`src/rtl/arm_pipe_pkg.sv`:
```
// Shared encodings for the ARM pipeline sequencer.
package arm_pipe_pkg;

    typedef enum logic [1:0] {
        ST_RUN      = 2'd0,
        ST_MEM_WAIT = 2'd1,
        ST_ERROR    = 2'd2
    } pipe_state_e;

endpackage

```
`src/rtl/sat_counter.sv`:
```
// Saturating up-counter with synchronous clear; clear beats increment.
module sat_counter #(
    parameter int unsigned W = 16
) (
    input  logic         clk,
    input  logic         rst_n,
    input  logic         i_clr,
    input  logic         i_inc,
    output logic [W-1:0] o_q
);

    logic [W-1:0] r_q;

    always_ff @(posedge clk or negedge rst_n) begin
        if (!rst_n) begin
            r_q <= '0;
        end else if (i_clr) begin
            r_q <= '0;
        end else if (i_inc && (r_q != '1)) begin
            r_q <= r_q + 1'b1;
        end
    end

    assign o_q = r_q;

endmodule

```
`src/rtl/pipeline_stall_ctrl.sv`:
```
// Pipeline sequencer: merges hazard, branch and SRAM handshake into freeze/flush/bubble
// controls, with a memory-wait watchdog and saturating stall/flush counters.
module pipeline_stall_ctrl
    import arm_pipe_pkg::*;
#(
    parameter int unsigned MEM_TIMEOUT = 255,
    parameter int unsigned CNT_W       = 16
) (
    input  logic             clk,
    input  logic             rst_n,
    input  logic             i_hazard_detected,
    input  logic             i_branch_taken,
    input  logic             i_mem_req,
    input  logic             i_mem_ready,
    input  logic             i_cnt_clr,
    output logic             o_freeze_front,
    output logic             o_freeze_back,
    output logic             o_flush_if,
    output logic             o_bubble_ex,
    output logic             o_mem_error,
    output logic [CNT_W-1:0] o_stall_cycles,
    output logic [CNT_W-1:0] o_flush_count
);

    localparam int unsigned      TMO_W    = $clog2(MEM_TIMEOUT + 1);
    localparam logic [TMO_W-1:0] TMO_ONE  = TMO_W'(1);
    localparam logic [TMO_W-1:0] TMO_LAST = TMO_W'(MEM_TIMEOUT - 1);

    pipe_state_e      r_state;
    logic [TMO_W-1:0] r_tmo;

    logic w_freeze_front;
    logic w_freeze_back;
    logic w_flush_if;
    logic w_bubble_ex;
    logic w_mem_error;
    logic w_mem_stall;

    assign w_mem_stall = i_mem_req && !i_mem_ready;

    // r_tmo holds the number of wait cycles already spent, including the entry cycle in RUN.
    always_ff @(posedge clk or negedge rst_n) begin
        if (!rst_n) begin
            r_state <= ST_RUN;
            r_tmo   <= '0;
        end else begin
            unique case (r_state)
                ST_RUN: begin
                    if (w_mem_stall) begin
                        r_tmo   <= TMO_ONE;
                        r_state <= (MEM_TIMEOUT == 1) ? ST_ERROR : ST_MEM_WAIT;
                    end
                end
                ST_MEM_WAIT: begin
                    if (i_mem_ready) begin
                        r_state <= ST_RUN;
                        r_tmo   <= '0;
                    end else if (r_tmo == TMO_LAST) begin
                        r_state <= ST_ERROR;
                    end else begin
                        r_tmo <= r_tmo + 1'b1;
                    end
                end
                ST_ERROR: begin
                    r_state <= ST_ERROR;
                end
                default: begin
                    r_state <= ST_RUN;
                    r_tmo   <= '0;
                end
            endcase
        end
    end

    // Outputs are zero-latency; reset forces them low regardless of inputs.
    always_comb begin
        w_freeze_front = 1'b0;
        w_freeze_back  = 1'b0;
        w_flush_if     = 1'b0;
        w_bubble_ex    = 1'b0;
        w_mem_error    = 1'b0;
        if (rst_n) begin
            unique case (r_state)
                ST_RUN: begin
                    if (w_mem_stall) begin
                        w_freeze_front = 1'b1;
                        w_freeze_back  = 1'b1;
                    end else if (i_branch_taken) begin
                        w_flush_if  = 1'b1;
                        w_bubble_ex = 1'b1;
                    end else if (i_hazard_detected) begin
                        w_freeze_front = 1'b1;
                        w_bubble_ex    = 1'b1;
                    end
                end
                ST_MEM_WAIT: begin
                    w_freeze_front = !i_mem_ready;
                    w_freeze_back  = !i_mem_ready;
                end
                ST_ERROR: begin
                    w_freeze_front = 1'b1;
                    w_freeze_back  = 1'b1;
                    w_mem_error    = 1'b1;
                end
                default: begin
                    w_freeze_front = 1'b0;
                end
            endcase
        end
    end

    assign o_freeze_front = w_freeze_front;
    assign o_freeze_back  = w_freeze_back;
    assign o_flush_if     = w_flush_if;
    assign o_bubble_ex    = w_bubble_ex;
    assign o_mem_error    = w_mem_error;

    sat_counter #(
        .W (CNT_W)
    ) u_stall_cnt (
        .clk   (clk),
        .rst_n (rst_n),
        .i_clr (i_cnt_clr),
        .i_inc (w_freeze_front),
        .o_q   (o_stall_cycles)
    );

    sat_counter #(
        .W (CNT_W)
    ) u_flush_cnt (
        .clk   (clk),
        .rst_n (rst_n),
        .i_clr (i_cnt_clr),
        .i_inc (w_flush_if),
        .o_q   (o_flush_count)
    );

endmodule

```
`config.mk`:
```
export PLATFORM = sky130hd
export DESIGN_NAME = pipeline_stall_ctrl
export DESIGN_NICKNAME = d
export VERILOG_FILES = /design/src/rtl/arm_pipe_pkg.sv /design/src/rtl/sat_counter.sv /design/src/rtl/pipeline_stall_ctrl.sv
export SDC_FILE = /design/constraint.sdc
export NUM_CORES = 1
export LEC_CHECK = 0
export ABC_AREA = 1
export CORE_UTILIZATION = 41
export DETAILED_ROUTE_END_ITERATION = 12
export PLACE_DENSITY_LB_ADDON = 0.12
export SLEW_MARGIN = 20
export SYNTH_ARGS = -nofsm -noshare
export SYNTH_HDL_FRONTEND = slang
export SYNTH_HIERARCHICAL = 1
export SYNTH_SLANG_ARGS = --single-unit
```
`constraint.sdc`:
```
create_clock -name clk -period 2.63 [get_ports clk]
set_input_delay 0.3945 -clock clk [delete_from_list [all_inputs] [get_ports clk]]
set_output_delay 0.3945 -clock clk [all_outputs]
set_load 0.01 [all_outputs]
```
==> flow_summary_export.csv <==
group,metric,value,unit
yosys,syn-instance-count,391,
sta,final_worst_path_cycle_share,93.65,%
route,routed_wire_length_per_instance,12.28,um
critical_path,timing.critical_path.cells,"nor2_1 > nand2_1 > nor3_1 > buf_4 > clkdlybuf4s50_1",
clock_network,cts.path.max_buffers,2,
route,ant_nets,0,
power,leakage_power,1.581,nW
global_route,track_usage,19.06,%
power,power.total,1.136,mW
critical_path,worst_setup_path_start_kind,"flop",
die,initial_core_utilization,43.41,%
power,ir_drop,0.1930,mV
min_path,hold_wc_path_type,"in2async",
placement,finalWeightedCongestion,0.8721,
yosys,synth_enable_flop_cells,0,
clock_network,cts-htree-levels,2,
sta,final_hold_viol_count,0,
yosys,postSynth.asyncResetShare,100.0,%
critical_path,setup.worst_path.end_class,"output port",
sta,rsz_0062_raised_after_global_routing,"false",
placement,dp_hpwl,4604,um
clock_network,cts_made_buffers,5,
yosys,most_frequent_cell_after_synthesis,"sky130_fd_sc_hd__nand2_1",
yosys,syn_area_per_cell,7.171,um2
yosys,synth_top_cells_by_area,"sky130_fd_sc_hd__dfrtp_1 (37%), sky130_fd_sc_hd__nand2_1 (18%), sky130_fd_sc_hd__nand3_1 (5.4%), sky130_fd_sc_hd__nor2_1 (5.0%), sky130_fd_sc_hd__inv_1 (4.7%)",
sta,setup_viol,0,
critical_path,path_delay_family,"buffers and inverters",
critical_path,worst_ep_required_time,2240,ps
global_route,antenna_found_initial,0,
route,routed_via_density,5.087,
critical_path,timing_worst_setup_path_type,"reg2out",
sta,achievable-frequency,406.0,MHz
die,die_height,84.70,um
sta,finalMaxSlewViolations,0,
clock_network,clk_pin_slew,80,ps
run,drv_cap,0,
route,vias,2630,
yosys,netlist-cell-type-count,32,
yosys,mappedNetlistNets,402,
yosys,number_of_synthesis_warnings,6,
finish,fin_nets,451,
clock_network,cts_tree,"done",
yosys,yosys.area.top_type,"sky130_fd_sc_hd__dfrtp_1",
clock_network,cts.sinks,42,
sta,max_slew.worst_pin.slew,544.3,ps
sta,layout_min_cycle_time,2463,ps
yosys,synthDominantCellAreaShare,37.48,%
die,num_rows,29,
power,p_per_area,335.8,mW/mm2
critical_path,critical_path_fanouts_max,4,
global_route,grt_first_pass_wirelength,10930,um
route,drt_pre_antenna_iters,6,
route,drt-initial-drc-count,158,
critical_path,worst-endpoint-arrival,2070,ps
global_route,first_global_vias,2343,
clock_network,clock_tree.root_cell,"sky130_fd_sc_hd__clkbuf_8",
global_route,gr_overflow_total,0,
finish,fraction_of_final_layout_cells_with_drive_strength_greater_than_1,10.91,%
sta,post_route_hold_slack,180.7,ps
yosys,synth.yosys.seq_area_share,37.48,%
sta,fin_skew,5.182,ps
finish,filler_cell_count,674,
die,die_footprint,0.007173,mm2
yosys,ys_dominant_reg_cell,"sky130_fd_sc_hd__dfrtp_1",
sta,max-slew-margin-rel,63.71,%
global_route,grt_max_degree,43,
critical_path,worst_path_max_delay_cell,"sky130_fd_sc_hd__clkdlybuf4s50_1",
clock_network,insertion_delay,300,ps
die,floorplan.io_pins,44,
finish,layout-area-overhead-vs-synth,20.66,%
finish,antennaDiodeCount,0,
route,drt-total-wl,6351,um
outcome,run_status,"completed",
critical_path,worstPathBufferInverterCount,2,
yosys,cell_area_after_technology_mapping,0.002804,mm2
yosys,synth_top_cells_by_count,"sky130_fd_sc_hd__nand2_1 (138), sky130_fd_sc_hd__dfrtp_1 (42), sky130_fd_sc_hd__nor2_1 (37), sky130_fd_sc_hd__inv_1 (35), sky130_fd_sc_hd__nand3_1 (30)",
die,core-area,0.006459,mm2
placement,port_buffers,43,
sta,setup-tns-final,0,ps
yosys,yosys_register_bits,42,
die,dieWidth,84.70,um
critical_path,timing.critical_path.slowest_cell_delay,540,ps
route,drcViolationCount,0,
path summary, 6_finish.rpt:
| path | from | end | slack, ps | cells after the start |
|---|---|---|---|---|
| max in group asynchronous | rst_n | u_stall_cnt/o_q[1] | 2080 | 2 |
| worst max-delay path | r_state[1] | o_flush_if | 170 | 5 |
| worst min-delay path | rst_n | r_tmo[2] | 180 | 2 |
| min in group clk | i_mem_ready | r_tmo[3] | 510 | 4 |
| worst min register to register | u_stall_cnt/o_q[1] | u_stall_cnt/o_q[1] | 550 | 2 |
| worst max register to register | r_state[1] | u_stall_cnt/o_q[0] | 780 | 13 |
cell type report:
cell class / instances / area, um2 / share of cell area, %
Clock inverter: 2 / 10.01 / 0.2959
Clock buffer: 5 / 68.82 / 2.034
Sequential cell: 42 / 1051 / 31.07
Timing Repair Buffer: 49 / 473.0 / 13.98
Tap cell: 77 / 96.34 / 2.848
Multi-Input combinational cell: 297 / 1510 / 44.64
Inverter: 45 / 173.9 / 5.141
routing by layer:
| metal | routed length, um | up-vias | track usage, % |
|---|---|---|---|
| met5 | 0 | - | 0 |
| met4 | 110 | 0 | 6.471 |
| met3 | 313 | 9 | 2.950 |
| met2 | 2759 | 70 | 30.08 |
| met1 | 3167 | 1203 | 26.72 |
| li1 | - | 1348 | - |
per-stage QoR:
stage / setup slack [ps] / util (%) / cell area (um2) / instances
floorplan: 686.5 / - / 2804 / 391
CTS: 31.28 / 52.34 / 3381 / 517
global placement: 86.87 / 51.12 / 3302 / 510
global route: 88.51 / 52.38 / 3383 / 517
detailed placement: 59.58 / 51.12 / 3302 / 510
finish: 167.1 / 52.38 / 3383 / 517
what timing repair did:
item,in CTS,in global routing
hold buffers,0,0
setup endpoints to repair,0,2
setup buffers,0,0
gates resized for setup,0,1
cell families (layout without fill, tap and decap cells):
group | Yosys count | in the layout | share of synthesized area [%]
flip-flops | 42 | 42 | 37.48
buffers and inverters | 52 | 101 | 8.657
AND/OR/NAND/NOR | 254 | 254 | 41.77
XOR/XNOR | 11 | 11 | 3.436
adder cells (fa/ha/maj) | 4 | 4 | 1.785
AO/OA/AOI/OAI | 28 | 28 | 6.872
state kept, by name (all words and copies together) (netlist names):
name / cells
u_flush_cnt/o_q: 16
u_stall_cnt/o_q: 16
r_tmo: 8
r_state: 2
power breakdown:
part           switching, mW  internal [mW]
clock                  0.224          0.178
sequential           0.00390          0.648
combinational         0.0533         0.0277
total                  0.282          0.855
cells in the final DEF, fill, tap and decap left out, drive strengths merged, types with 4 or more instances in the layout:
cell / n
nand2: 149
nor2: 44
inv: 43
dfrtp: 42
clkdlybuf4s50: 41
nand3: 31
nand4: 21
o21ai: 17
xor2: 7
buf: 7
a21oi: 5
o21bai: 5
clkbuf: 5
nor3: 4
ha: 4
xnor2: 4
or2: 4
clkinv: 4
No activity file was read; power rests on OpenSTA's default activity.
